===== config.mk =====
export PLATFORM = sky130hd
export DESIGN_NAME = booth4_seq_mult_ctrl
export DESIGN_NICKNAME = d
export VERILOG_FILES = /design/src/rtl/booth4_seq_mult_ctrl.sv
export SDC_FILE = /design/constraint.sdc
export NUM_CORES = 1
export LEC_CHECK = 0
export BUFFER_PORTS_ARGS = -buffer_cell sky130_fd_sc_hd__buf_4
export CAP_MARGIN = 20
export CORE_ASPECT_RATIO = 1.1
export CORE_MARGIN = 3
export CORE_UTILIZATION = 25
export DETAILED_ROUTE_END_ITERATION = 16
export GPL_ROUTABILITY_DRIVEN = 0
export PLACE_DENSITY = 0.53
export SYNTH_ARGS = -nofsm -noshare
export SYNTH_HDL_FRONTEND = slang
export SYNTH_SLANG_ARGS = --single-unit

===== constraint.sdc =====
create_clock -name clk -period 3.85 [get_ports clk]
set_input_delay 0.77 -clock clk [delete_from_list [all_inputs] [get_ports clk]]
set_output_delay 0.77 -clock clk [all_outputs]
set_load 0.01 [all_outputs]

===== src/rtl/booth4_seq_mult_ctrl.sv =====
// Sequential signed NxN multiplier using radix-4 Booth recoding, two multiplier bits per cycle.
// Result and done appear N/2+1 cycles after start is accepted; start is ignored (never queued) while busy.
module booth4_seq_mult_ctrl #(
  parameter int N = 8
) (
  input  logic           clk,
  input  logic           rst_n,
  input  logic           start,
  input  logic [N-1:0]   a,
  input  logic [N-1:0]   b,
  output logic           busy,
  output logic           done,
  output logic [2*N-1:0] product,
  output logic [2:0]     digit
);

  localparam int W  = 2 * N;
  localparam int CW = (N > 4) ? $clog2(N / 2) : 1;

  typedef enum logic [1:0] {IDLE, RUN, DONE} state_t;

  state_t        state;
  logic [W-1:0]  mcand;
  logic [W-1:0]  acc;
  logic [N:0]    mreg;
  logic [CW-1:0] cnt;

  logic [2:0]    grp;
  logic [2:0]    rec;
  logic [W-1:0]  sel_mult;
  logic [W-1:0]  pp_signed;
  logic [W-1:0]  pp;
  logic [W-1:0]  sum;
  logic          last;

  // rec = {invert, sel2, sel1}
  always_comb begin
    grp = mreg[2:0];
    rec = 3'b000;
    case (grp)
      3'd1, 3'd2: rec = 3'b001;
      3'd3:       rec = 3'b010;
      3'd4:       rec = 3'b110;
      3'd5, 3'd6: rec = 3'b101;
      default:    rec = 3'b000;
    endcase
  end

  always_comb begin
    digit = (state == RUN) ? rec : 3'b000;
    if (rec[1])
      sel_mult = mcand << 1;
    else if (rec[0])
      sel_mult = mcand;
    else
      sel_mult = '0;
    pp_signed = rec[2] ? (~sel_mult + W'(1)) : sel_mult;
    pp        = pp_signed << {cnt, 1'b0};
    sum       = acc + pp;
    last      = (cnt == CW'(N / 2 - 1));
  end

  always_ff @(posedge clk or negedge rst_n) begin
    if (!rst_n) begin
      state   <= IDLE;
      busy    <= 1'b0;
      done    <= 1'b0;
      product <= '0;
      mcand   <= '0;
      acc     <= '0;
      mreg    <= '0;
      cnt     <= '0;
    end else begin
      case (state)
        IDLE: begin
          done <= 1'b0;
          if (start) begin
            mcand <= {{N{a[N-1]}}, a};
            mreg  <= {b, 1'b0};
            acc   <= '0;
            cnt   <= '0;
            busy  <= 1'b1;
            state <= RUN;
          end
        end
        RUN: begin
          acc  <= sum;
          mreg <= {{2{mreg[N]}}, mreg[N:2]};
          cnt  <= cnt + 1'b1;
          if (last) begin
            product <= sum;
            done    <= 1'b1;
            state   <= DONE;
          end
        end
        DONE: begin
          done  <= 1'b0;
          busy  <= 1'b0;
          state <= IDLE;
        end
        default: begin
          busy  <= 1'b0;
          done  <= 1'b0;
          state <= IDLE;
        end
      endcase
    end
  end

endmodule


==> run_results.csv <==
group,metric,value,unit
critical_path,cp_max_fo,6,
die,die_area,0.0173,sq mm
logic_synthesis,synth-xor-area-share,4.80,%
die,rows,47,
drt,drt-initial-drc-count,192,
timing,slew_violations,0,
critical_path,worst_setup_path_start_kind,"flip-flop",
finish,syn_to_final_growth,31.5,%
timing,rsz0062_at_grt,"true",
logic_synthesis,ys_ff_latch,55,
drt,wirelength,11.2,mm
logic_synthesis,synth_top_cell_by_area,"dfrtp_1",
timing,fin_setup_tns,0,ns
critical_path,crit_buf_inv,0,
critical_path,r2r_slack,0.03,ns
critical_path,path_cells,"nand2b_4 -> o21ai_2 -> o21ai_2 -> ha_2 -> a21boi_4 -> and2_1 -> nand4_1 -> and2_1 -> a221o_1 -> mux2i_1 -> ha_2 -> and3_4 -> and3_4 -> a21bo_2 -> a21oi_2 -> xor2_1 -> o22ai_1",
clock_tree,hold_buffers,0,
logic_synthesis,synth_cells,472,
placement,io_buffers,39,
timing,hold_violations,0,
finish,drive_gt1_share,30.2,%
timing,fmax,262,MHz
logic_synthesis,synth.area.top_cells,"dfrtp_1 (35%), nand2_1 (7.1%), ha_1 (5.7%)",
logic_synthesis,postSynth.asyncResetShare,100,%
critical_path,rr_startpoint,"mreg[1]",
grt,grt_pass1_wl,18.1,mm
flow_run,max-cap-violations,0,
placement,dp.cells,720,
logic_synthesis,synth_top_area_share,35.0,%
status,status,"completed",
timing,relSlewSlack,49.9,%
grt,grtUsageTotal,12.8,%
critical_path,reg2reg_depth,17,
logic_synthesis,synthAdderAreaFrac,6.24,%
clock_tree,h-tree-depth,2,
hold_path,hold_class,"flip-flop to flip-flop",
die,die_x,126,microns
logic_synthesis,yosysWarnings,0,
timing,skew,0.00618,ns
timing,worst_slew_pin_slew,0.752,ns
clock_tree,cts_tree,"done",
logic_synthesis,yosysMostFrequentCell,"nand2_1",
logic_synthesis,synth_compound_area_share,24.7,%
clock_tree,clockBufferDepth,2,
clock_tree,clock_sinks,55,
clock_tree,clk_pin_slew,0.07,ns
drt,vias,3713,
grt,grt_max_degree,56,
finish,nets,584,
hold_path,holdPathEnd,"mreg[6]",
die,core,0.0152,sq mm
drt,avgViaCountPerCell,5.00,
grt,grt_antenna_before_repair,0,
critical_path,slowest_stage,"dfrtp_2",
placement,hpwlAfterDp,7.96,mm
logic_synthesis,muxShareOfSynthArea,5.38,%
drt,wl_per_cell,15.1,microns
critical_path,slowest_delay,0.43,ns
timing,final-setup-viol-count,0,
hold_path,holdPathStages,2,
finish,layout.cells.non_filler,743,
logic_synthesis,synth_top_family_by_area,"compound AO/OA/AOI/OAI gates",
logic_synthesis,synthTopCellsByCount,"nand2_1 (74), dfrtp_1 (55), o21ai_0 (45), a21oi_1 (40), nor2_1 (31)",
clock_tree,clk_latency,0.30,ns
logic_synthesis,syn_nets,510,
timing,period_share,99.2,%
drt,route.detailed.drc,0,
critical_path,crit_arrival,3.99,ns
critical_path,cp.required,4.02,ns
logic_synthesis,synth_edf_count,0,
finish,n_fill_cell,1560,
logic_synthesis,synth.avg_cell_area,8.33,sq um
grt,overflow,0,
logic_synthesis,yosysSeqAreaShare,35.0,%
drt,drt_first_pass_iters,5,
critical_path,timing.rr.end,"acc[13]",
die,fp.dieH,138,microns
critical_path,criticalPathCategory,"flip-flop to flip-flop",
clock_tree,clockRootBuffer,"clkbuf_16",
die,start_util,25.8,%
clock_tree,numCtsBuffers,5,
logic_synthesis,synth_cell_type_count,62,
grt,grt_pass1_vias,3666,
timing,min_period,3.82,ns
critical_path,cp-end-kind,"flip-flop",
logic_synthesis,synth_area,0.00393,sq mm
hold_path,hold_start,"mreg[6]",
die,ioPinCount,40,
logic_synthesis,synth_simple_gate_area_share,19.0,%
drt,antenna_left,0,
critical_path,cpLargestDelayFamily,"compound AO/OA/AOI/OAI gates",
logic_synthesis,ys.flop_type,"dfrtp_1",
finish,insertedDiodeCount,0,
## stage by stage
step | setup WS (ns) | instance area [sq um] | utilization (%) | hold WS, ns
5_1_grt | -0.161 | 5170 | 33.9 | 0.517
2_1_floorplan | 0.00331 | 3990 | - | 0.439
4_1_cts | 0.00685 | 4880 | 32.0 | 0.489
3_3_place_gp | 0.0334 | 4680 | 30.7 | 0.468
3_5_place_dp | -0.0749 | 4680 | 30.7 | 0.469
6_report | 0.0290 | 5170 | 33.9 | 0.482
## final cells by class
| cell class | count | area, sq um | share of cell area, % |
|---|---|---|---|
| clock buffer | 6 | 139 | 2.69 |
| tap | 196 | 245 | 4.74 |
| clock inverter | 2 | 38.8 | 0.750 |
| multi-input combinational | 373 | 2580 | 49.9 |
| timing repair buffer | 95 | 724 | 14.0 |
| inverter | 16 | 60.1 | 1.16 |
| sequential | 55 | 1380 | 26.7 |
## tightest hold or removal path: stages, from the launching register on
cell	delay (ns)
dfrtp_1	0.35
nand2_1	0.05
nand2_1	0.05
## cell families (layout without fill, tap and decap cells)
| family | after synthesis | after routing |
|---|---|---|
| AND/OR/NAND/NOR | 160 | 160 |
| AO/OA/AOI/OAI | 154 | 154 |
| flip-flops | 55 | 55 |
| buffers and inverters | 44 | 119 |
| XOR/XNOR | 20 | 20 |
| multiplexers | 20 | 20 |
| adder cells (fa/ha/maj) | 19 | 19 |
## worst max path at each step
| stage | startpoint | to | slack, ns | cells after the start |
|---|---|---|---|---|
| finish | mreg[1] | acc[13] | 0.03 | 17 |
| global route | mcand[1] | acc[13] | -0.16 | 17 |
| CTS | mreg[1] | acc[14] | 0.007 | 17 |
| detailed placement | mcand[0] | acc[15] | -0.07 | 17 |
| global placement | mreg[1] | product[14] | 0.03 | 18 |
| floorplan | mreg[1] | acc[14] | 0.003 | 20 |
## metal layers
metal	global-route usage (%)	share of wire (%)	vias up
li1	-	-	1845
met1	15.5	44	1794
met2	22.4	51	59
met3	2.17	2.5	15
met4	5.48	2.3	0
met5	0	0	-
## registers in the layout (all words and copies together) (netlist names)
signal and flops:
state 2, product 16, mcand 8, busy 1, acc 16, done 1, cnt 2, mreg 9
## repair_timing
action                     4_1_cts  5_1_grt
pin swaps                        3       27
setup buffers                    1       14
setup endpoints to repair        6       18
gates resized for setup          5       53
## layout by cell type (no fill, tap or decap), types with 4 or more instances in the layout
master / count
a21o_1: 11
a21oi_1: 33
a21oi_2: 6
and2_1: 6
buf_4: 93
clkbuf_16: 5
dfrtp_1: 51
dfrtp_2: 4
ha_1: 14
ha_2: 4
inv_1: 14
mux2_2: 8
mux2i_1: 11
nand2_1: 70
nand2b_1: 7
nand3b_1: 7
nor2_1: 30
nor2b_1: 4
nor3_1: 6
o211ai_1: 5
o21ai_0: 34
o21ai_1: 10
o22ai_1: 15
or3_1: 5
xnor2_1: 8
xor2_1: 10
Power is not shown: default switching activity piles up to over one toggle a cycle in this logic, so the estimate is an artifact.
